[config.mk]
export PLATFORM = sky130hd
export DESIGN_NAME = edge_row_writer
export DESIGN_NICKNAME = d
export VERILOG_FILES = /design/src/rtl/image_pkg.sv /design/src/rtl/row_fifo.sv /design/src/rtl/edge_row_writer.sv
export SDC_FILE = /design/constraint.sdc
export NUM_CORES = 1
export LEC_CHECK = 0
export ABC_AREA = 1
export BUFFER_PORTS_ARGS = -buffer_cell sky130_fd_sc_hd__buf_2
export CORE_ASPECT_RATIO = 1.5
export CORE_MARGIN = 2
export CORE_UTILIZATION = 30
export DETAILED_ROUTE_END_ITERATION = 8
export GPL_TIMING_DRIVEN = 0
export PLACE_DENSITY = 0.52
export SLEW_MARGIN = 20
export SYNTH_ARGS = -nofsm -noshare
export SYNTH_HDL_FRONTEND = slang
export SYNTH_SLANG_ARGS = --single-unit
[constraint.sdc]
create_clock -name clk -period 4.06 [get_ports clk]
set_input_delay 0.609 -clock clk [delete_from_list [all_inputs] [get_ports clk]]
set_output_delay 0.609 -clock clk [all_outputs]
set_load 0.05 [all_outputs]
[src/rtl/image_pkg.sv]
// rtl/image_pkg.sv - shared image geometry and row-writer FSM encoding
package image_pkg;

    localparam int IMG_ROWS   = 64;
    localparam int ROW_W      = 64;
    localparam int WORD_W     = 32;
    localparam int RAM_ADDR_W = 7;
    localparam int FIFO_DEPTH = 2;

    typedef enum logic [1:0] {
        ST_IDLE = 2'd0,
        ST_LO   = 2'd1,
        ST_HI   = 2'd2
    } wr_state_t;

endpackage

[src/rtl/row_fifo.sv]
// rtl/row_fifo.sv - small synchronous row FIFO with sync clear
module row_fifo #(
    parameter int DEPTH = 2,
    parameter int W     = 64
) (
    input  logic         clk,
    input  logic         resetn,
    input  logic         clear_i,
    input  logic         push_i,
    input  logic [W-1:0] push_data_i,
    input  logic         pop_i,
    output logic [W-1:0] pop_data_o,
    output logic         full_o,
    output logic         empty_o
);

    localparam int PTR_W = (DEPTH > 1) ? $clog2(DEPTH) : 1;
    localparam int CNT_W = $clog2(DEPTH + 1);

    logic [W-1:0]     mem_q [DEPTH];
    logic [PTR_W-1:0] wr_ptr_q, rd_ptr_q;
    logic [CNT_W-1:0] count_q;
    logic             do_push, do_pop;

    assign full_o     = (count_q == CNT_W'(DEPTH));
    assign empty_o    = (count_q == '0);
    assign do_push    = push_i && !full_o;
    assign do_pop     = pop_i && !empty_o;
    assign pop_data_o = mem_q[rd_ptr_q];

    function automatic logic [PTR_W-1:0] ptr_inc(input logic [PTR_W-1:0] p);
        return (p == PTR_W'(DEPTH - 1)) ? '0 : p + 1'b1;
    endfunction

    always_ff @(posedge clk) begin
        if (!resetn || clear_i) begin
            wr_ptr_q <= '0;
            rd_ptr_q <= '0;
            count_q  <= '0;
        end else begin
            if (do_push) begin
                mem_q[wr_ptr_q] <= push_data_i;
                wr_ptr_q        <= ptr_inc(wr_ptr_q);
            end
            if (do_pop) begin
                rd_ptr_q <= ptr_inc(rd_ptr_q);
            end
            if (do_push && !do_pop) begin
                count_q <= count_q + 1'b1;
            end else if (do_pop && !do_push) begin
                count_q <= count_q - 1'b1;
            end
        end
    end

endmodule

[src/rtl/edge_row_writer.sv]
// rtl/edge_row_writer.sv - buffers processed rows and writes them as word pairs into the frame RAM
module edge_row_writer
    import image_pkg::*;
#(
    parameter int ROWS       = IMG_ROWS,
    parameter int ROW_W      = image_pkg::ROW_W,
    parameter int WORD_W     = image_pkg::WORD_W,
    parameter int ADDR_W     = RAM_ADDR_W,
    parameter int FIFO_DEPTH = image_pkg::FIFO_DEPTH
) (
    input  logic              clk,
    input  logic              reset,
    input  logic              row_valid,
    input  logic [ROW_W-1:0]  row_data,
    output logic              row_ready,
    input  logic              frame_start,
    output logic              wr_en,
    output logic [ADDR_W-1:0] wr_addr,
    output logic [WORD_W-1:0] wr_data,
    output logic              frame_done,
    output logic              overflow,
    output logic              busy
);

    localparam int ROW_CNT_W = $clog2(ROWS);

    logic                 fifo_full, fifo_empty, push, pop;
    logic [ROW_W-1:0]     fifo_rd;
    wr_state_t            state_q;
    logic [ROW_CNT_W-1:0] row_q, row_d;
    logic [WORD_W-1:0]    hold_hi_q;
    logic                 ne_q;

    assign row_ready = reset && !fifo_full && !frame_start;
    assign push      = row_valid && row_ready;
    // IDLE only starts a row once the FIFO has been non-empty for a full cycle,
    // so a back-to-back pair fills the buffer; HI chains straight into the next row.
    assign pop       = reset && !frame_start && !fifo_empty &&
                       ((state_q == ST_IDLE && ne_q) || state_q == ST_HI);
    assign row_d     = (row_q == ROW_CNT_W'(ROWS - 1)) ? '0 : row_q + 1'b1;
    assign busy      = !fifo_empty || (state_q != ST_IDLE);

    row_fifo #(
        .DEPTH (FIFO_DEPTH),
        .W     (ROW_W)
    ) u_row_fifo (
        .clk         (clk),
        .resetn      (reset),
        .clear_i     (frame_start),
        .push_i      (push),
        .push_data_i (row_data),
        .pop_i       (pop),
        .pop_data_o  (fifo_rd),
        .full_o      (fifo_full),
        .empty_o     (fifo_empty)
    );

    always_ff @(posedge clk) begin
        if (!reset) begin
            state_q    <= ST_IDLE;
            row_q      <= '0;
            hold_hi_q  <= '0;
            ne_q       <= 1'b0;
            wr_en      <= 1'b0;
            wr_addr    <= '0;
            wr_data    <= '0;
            frame_done <= 1'b0;
            overflow   <= 1'b0;
        end else if (frame_start) begin
            state_q    <= ST_IDLE;
            row_q      <= '0;
            ne_q       <= 1'b0;
            wr_en      <= 1'b0;
            frame_done <= 1'b0;
            overflow   <= 1'b0;
        end else begin
            ne_q       <= !fifo_empty;
            frame_done <= 1'b0;
            if (row_valid && !row_ready) begin
                overflow <= 1'b1;
            end
            case (state_q)
                ST_IDLE, ST_HI: begin
                    if (pop) begin
                        hold_hi_q <= fifo_rd[ROW_W-1:WORD_W];
                        state_q   <= ST_LO;
                        wr_en     <= 1'b1;
                        wr_addr   <= ADDR_W'({row_q, 1'b0});
                        wr_data   <= fifo_rd[WORD_W-1:0];
                    end else begin
                        state_q <= ST_IDLE;
                        wr_en   <= 1'b0;
                    end
                end
                ST_LO: begin
                    state_q    <= ST_HI;
                    wr_en      <= 1'b1;
                    wr_addr    <= ADDR_W'({row_q, 1'b1});
                    wr_data    <= hold_hi_q;
                    frame_done <= (row_q == ROW_CNT_W'(ROWS - 1));
                    row_q      <= row_d;
                end
                default: begin
                    state_q <= ST_IDLE;
                    wr_en   <= 1'b0;
                end
            endcase
        end
    end

endmodule

; Word level (Yosys, flattened, before mapping)
; Memory sizes are Yosys's and may differ from the RTL's. A register that Yosys moved wholly into a read port is not among the register bits.
; Index checks and enable logic that the tools add are counted.
[op_classes]
n_reduce_logical = 32
n_mux = 18
bitwise_logic = 3
n_eq_ne = 5
add_sub_neg = 5
[ops]
columns = cell, count
row1 = case mux 32 bit (2 select lines), 1
row2 = two-way mux 32 bit, 1
row3 = case mux 7 bit (2 select lines), 1
row4 = logical AND 1 bit, 12
row5 = two-way mux 1 bit, 9
row6 = logical NOT 1 bit, 7
row7 = two-way mux 7 bit, 1
row8 = adder 6 x 1 -> 6 bit (second input constant), 1
row9 = equality test 6 bit (second input constant), 1
row10 = two-way mux 6 bit, 1
row11 = AND reduction 3 bit, 2
row12 = nonzero test 2 bit, 3
row13 = equality test 2 bit (second input constant), 2
row14 = logical NOT 2 bit, 2
row15 = two-way mux 2 bit, 2
row16 = case mux 2 bit (2 select lines), 1
row17 = OR reduction 2 bit, 2
row18 = logical OR 1 bit, 3
row19 = NOT 1 bit, 3
row20 = OR reduction 3 bit, 1
row21 = adder 1 bit (second input constant), 2
row22 = adder 2 x 1 -> 2 bit (second input constant), 1
row23 = equality test 2 x 1 -> 1 bit (second input constant), 1
row24 = inequality test 2 x 1 -> 1 bit (second input constant), 1
row25 = 2 further kinds, 2
[totals]
ram_bits = 128
input_bits = 68
ff_bits = 87
mem_count = 1
elab_cells = 76
[memory_table]
columns = memory, depth, width, rd, rd_clocked_by_memory_dff, wr, line_no
row1 = u_row_fifo.mem_q, 2, 64, 1, 1, 1, row_fifo.sv:20  ; logic [W-1:0] mem_q [DEPTH];

; Depth between registers and ports, before layout
[logic_depth]
ltp_word = 10
mapped_depth = 11
mapped_depth_nobuf = 10

; Hierarchy
; Synthesis repeated with hierarchy kept, for this count alone.
[hier_totals]
cells_unflattened = 803
hier_area_um2 = 9052.4
[by_module_without_submodules]
columns = module, seq_area_each_um2, cells_per_inst, area_per_inst_um2, n_inst
row1 = row_fifo, 3943.8, 239, 5176.2, 1
row2 = edge_row_writer, 1661.6, 564, 3876.2, 1

; Worst setup path after synthesis
; Ideal clock, no wire load.
[synth_path]
kind = input port to flip-flop
startpoint = input port reset
endpoint = memory u_row_fifo.mem_q[0][0], enable pin
stages = 5
setup_ps = 487
required_ps = 3573
setup_slack_ps = -216
arrival_time_ps = 3790
path_cell_list = buf_4 > inv_2 > nor2_8 > nand3_1 > nor2_1
[synth_via]
elab_chain_len = 7
[synth_lines]
columns = element, line_no
row1 = "start, declared", edge_row_writer.sv:12  ; input logic reset,
row2 = logical AND 1 bit (2 in series), edge_row_writer.sv:34  ; assign row_ready = reset && !fifo_full && !frame_start;
row3 = logical AND 1 bit, edge_row_writer.sv:35  ; assign push = row_valid && row_ready;
row4 = logical AND 1 bit, row_fifo.sv:27  ; assign do_push = push_i && !full_o;
row5 = two-way mux 1 bit, row_fifo.sv:41  ; if (do_push) begin
row6 = two-way mux 1 bit (*), row_fifo.sv:36  ; if (!resetn || clear_i) begin
row7 = two-way mux 1 bit (not written as such) (*), row_fifo.sv:42  ; mem_q[wr_ptr_q] <= push_data_i;
row8 = "end, declared", row_fifo.sv:20
; Mark *: on every way between the ends. The rest lies on a longest branch, timed or not.

; Final worst setup path
[layout_path]
startpoint = input port reset
endpoint = output port row_ready
[layout_via]
elab_chain_len = 2
[layout_lines]
columns = element, line_no
row1 = logical AND 1 bit (2 in series), edge_row_writer.sv:34
row2 = "end, declared", edge_row_writer.sv:15  ; output logic row_ready,
; No other way between the ends.

==> results.md <==
- Max transition margin: 62.3%
- Starting Density: 30.5%
- R2r setup slk: 2040 ps
- Design Area, Final: 10300 um2
- Initial antenna violation count: 1
- Crit path buf inv count: 4
- Layout cells sized above 1: roughly a fifth
- Crit-path cells: buf_4 > inv_2 > nor2_8 > nand2_1 > inv_1 > buf_2
- Post-synth top area share: 45.1%
- Largest family of logic cells by synthesized area: simple AND/OR/NAND/NOR gates
- Final Max Tran Viols: 0
- PD cells: 419 nW/um2
- Cell count along the critical path: 6
- Setup_tns: 0 ps
- Synth area leaders: edfxtp_1 45%, dfxtp_1 21%, nand2_1 12%
- Cells after synthesis: 882
- Synth top cells by count: 278 x nand2_1, 128 x edfxtp_1, 110 x nor2_1
- GR peak layer: met2
- Grt met1 use: 15.9%
- First-pass GRT wire length: 32000 um
- Mux cell area share after synthesis: 0%
- # resized after CTS: 0
- Crit share post-route: about half
- Critical R2R Launch: u_row_fifo.count_q[0]$_SDFFE_PP0P_
- Die Wd: 142 um
- Core area: 28000 um2
- RSZ-0062 raised after global routing: no
- Most frequent cell after synthesis: nand2_1
- Largest net degree at the start of global routing: 23
- Core Util, Final: 36.9%
- Worst R2R End: u_row_fifo.mem_q[0][11]$_DFFE_PP_
- Clk pin slew, worst setup/hold paths: 70 ps
- R2R cell count: 6
- Maxcap violations: 0
- Worst path slowest cell: buf_2
- Crit path launch type: input port
- Crit path required time: around 3500 ps
- Worst clock skew: 15.3 ps
- DRC errors left: 0
- TritonCTS buffer count: 21
- Max incr delay on CP: roughly 250 ps
- Setup Buffers After CTS: 0
- Crit path DAT: 1490 ps
- Worst hold start: row_data[29]
- Static Leak: 0.00421 uW
- Adder-cell share of the synthesized area: 0.294%
- Worst ir drop on vdd: about 0.21 mV
- Setup crit start: reset
- Synthesized area: 8520 um2
- Synth Area in Simple Gates: 23.0%
- Total GRT Usage: between 10 and 15%
- Syn_nets: 952
- Wirelength per Cell: roughly 15 um
- Nets: 1091
- Area occupied by registers: 5610 um2
- Die area: roughly 30000 um2
- Final setup violating endpoints: 0
- Critical Path End: row_ready
- DRT iter0 DRCs: roughly 380
- Synth Register Bits: 216
- Clock sinks: ~220
- Mapped Avg Cell Area: ~9.7 um2
- Total iterations of the first detailed-routing run: 4
- Max Fclk: 0.476 GHz
- CTS max path bufs: 3
- Area growth syn-to-layout: 21.0%
- Post-synth EDFFs: 128
- Vias: 6038
- Leading area contributor after synthesis: edfxtp_1
- Worst-skew pair later-pin latency: 500 ps
- Hold Vio Cnt, Final: 0
- Post-DRT Antenna Nets: 0
- Slew @ Worst Pin: 564 ps
- Clock Tree Root: clkbuf_16
- Async set-reset flop share out of synthesis: 0%
- Run status: complete, no violations
- Vias/cell: 4.37
- Hold Path Class: in -> reg
- Grt ovf: 0
- H-tree depth: 1
- CP delay by family, top: buffers and inverters
- DP Area: 9680 um2
- Top Ports: between 100 and 150
- Detailed Place HPWL: 15000 um
- Ys flop type: edfxtp_1
- Routing usage on met3: 2.54%
- Area taken by multi-input logic gates: 2460 um2
- Post-synthesis compound-gate area fraction: under 10%
- Yosys warns: 0
- GPL Wtd Cong: 0.779
- Routing usage on met2: 25.6%
- Synth Area in XOR/XNOR: 0.206%
- Tmin final: between 2000 and 2500 ps
- CTS tree: built
- FP Rows: 75
- Die H: 210 um
- Number of fill cells in the layout: 2844
- Synth cell types: 30
- Vias in the first global route: approximately 6.0k
- Diode count: 0
- Worst setup EP type: output pin
- Hold_buf cts: 0
- Worst-path fanout max: 10
- WL final: around 20000 um
- Port bufs: 110
- Sequential element share of the synthesized area: 65.8%
- Critical path type: in -> out
[worst min-delay path by stage]
stage	cells after the start	slack [ps]	end
after global routing	1	270	u_row_fifo.mem_q[0][20]$_DFFE_PP_
final	1	290	u_row_fifo.mem_q[1][29]$_DFFE_PP_
after detailed placement	1	470	flop
after CTS	1	270	u_row_fifo.mem_q[0][22]$_DFFE_PP_
after floorplan	1	440	flop
after global placement	1	450	flop
[cell usage in the layout, fill, tap and decap left out, types with 3 or more instances in the layout]
master	count
o21ai_1	7
clkbuf_8	4
inv_2	6
nor2_4	3
o21ai_0	37
clkbuf_16	21
edfxtp_1	128
nor2_1	108
nand3_1	80
inv_1	48
clkbuf_1	22
clkinv_2	3
buf_6	5
buf_2	124
buf_4	5
a21oi_2	10
nand2_1	278
clkinv_1	3
buf_16	5
buf_1	4
dfxtp_1	88
a21oi_1	27
[routing by layer]
metal	up-vias	share of wire (%)
li1	3154	-
met1	2733	40
met2	114	53
met3	35	4.3
met4	2	2.6
met5	-	0.063
[logic make-up after synthesis]
logic type / Yosys count
DFF: 216
and+or+nand+nor: 478
AOI/OAI and AO/OA: 81
xor gates and xnor gates: 2
adders and majority gates: 2
buffers and inverters: 103
[area by class of cell]
class	instances	area share, %
clock buffer	29	5.78
multi-input combinational	563	23.8
buffer	49	2.63
timing repair buffer	116	6.87
tap	346	4.20
sequential	216	54.4
clock inverter	8	0.388
inverter	54	1.97
[per-stage QoR]
step | power (uW) | hold WS [ps] | cells | setup slack, ps
floorplan | 2480 | 442 | 882 | -216
global placement | 2550 | 453 | 1338 | -2490
detailed placement | 2560 | 465 | 1344 | 1420
CTS | 4380 | 274 | 1381 | 1930
global route | 4480 | 273 | 1381 | 1810
finish | 4320 | 292 | 1381 | 1960
[report_power, final]
part	total [uW]	switching (uW)	internal [uW]
clock	1820	796	1020
combinational	156	98.9	56.7
sequential	2350	5.54	2340
total	4320	901	3420
[sequential cells by signal, indices dropped and copies added (netlist names), 2 cells and up, named ones only]
name                flops
u_row_fifo.mem_q      128
hold_hi_q              32
row_q                   6
u_row_fifo.count_q      2
wr_addr                 7
state_q                 2
wr_data                32
Power figures use the tool's default switching activity.
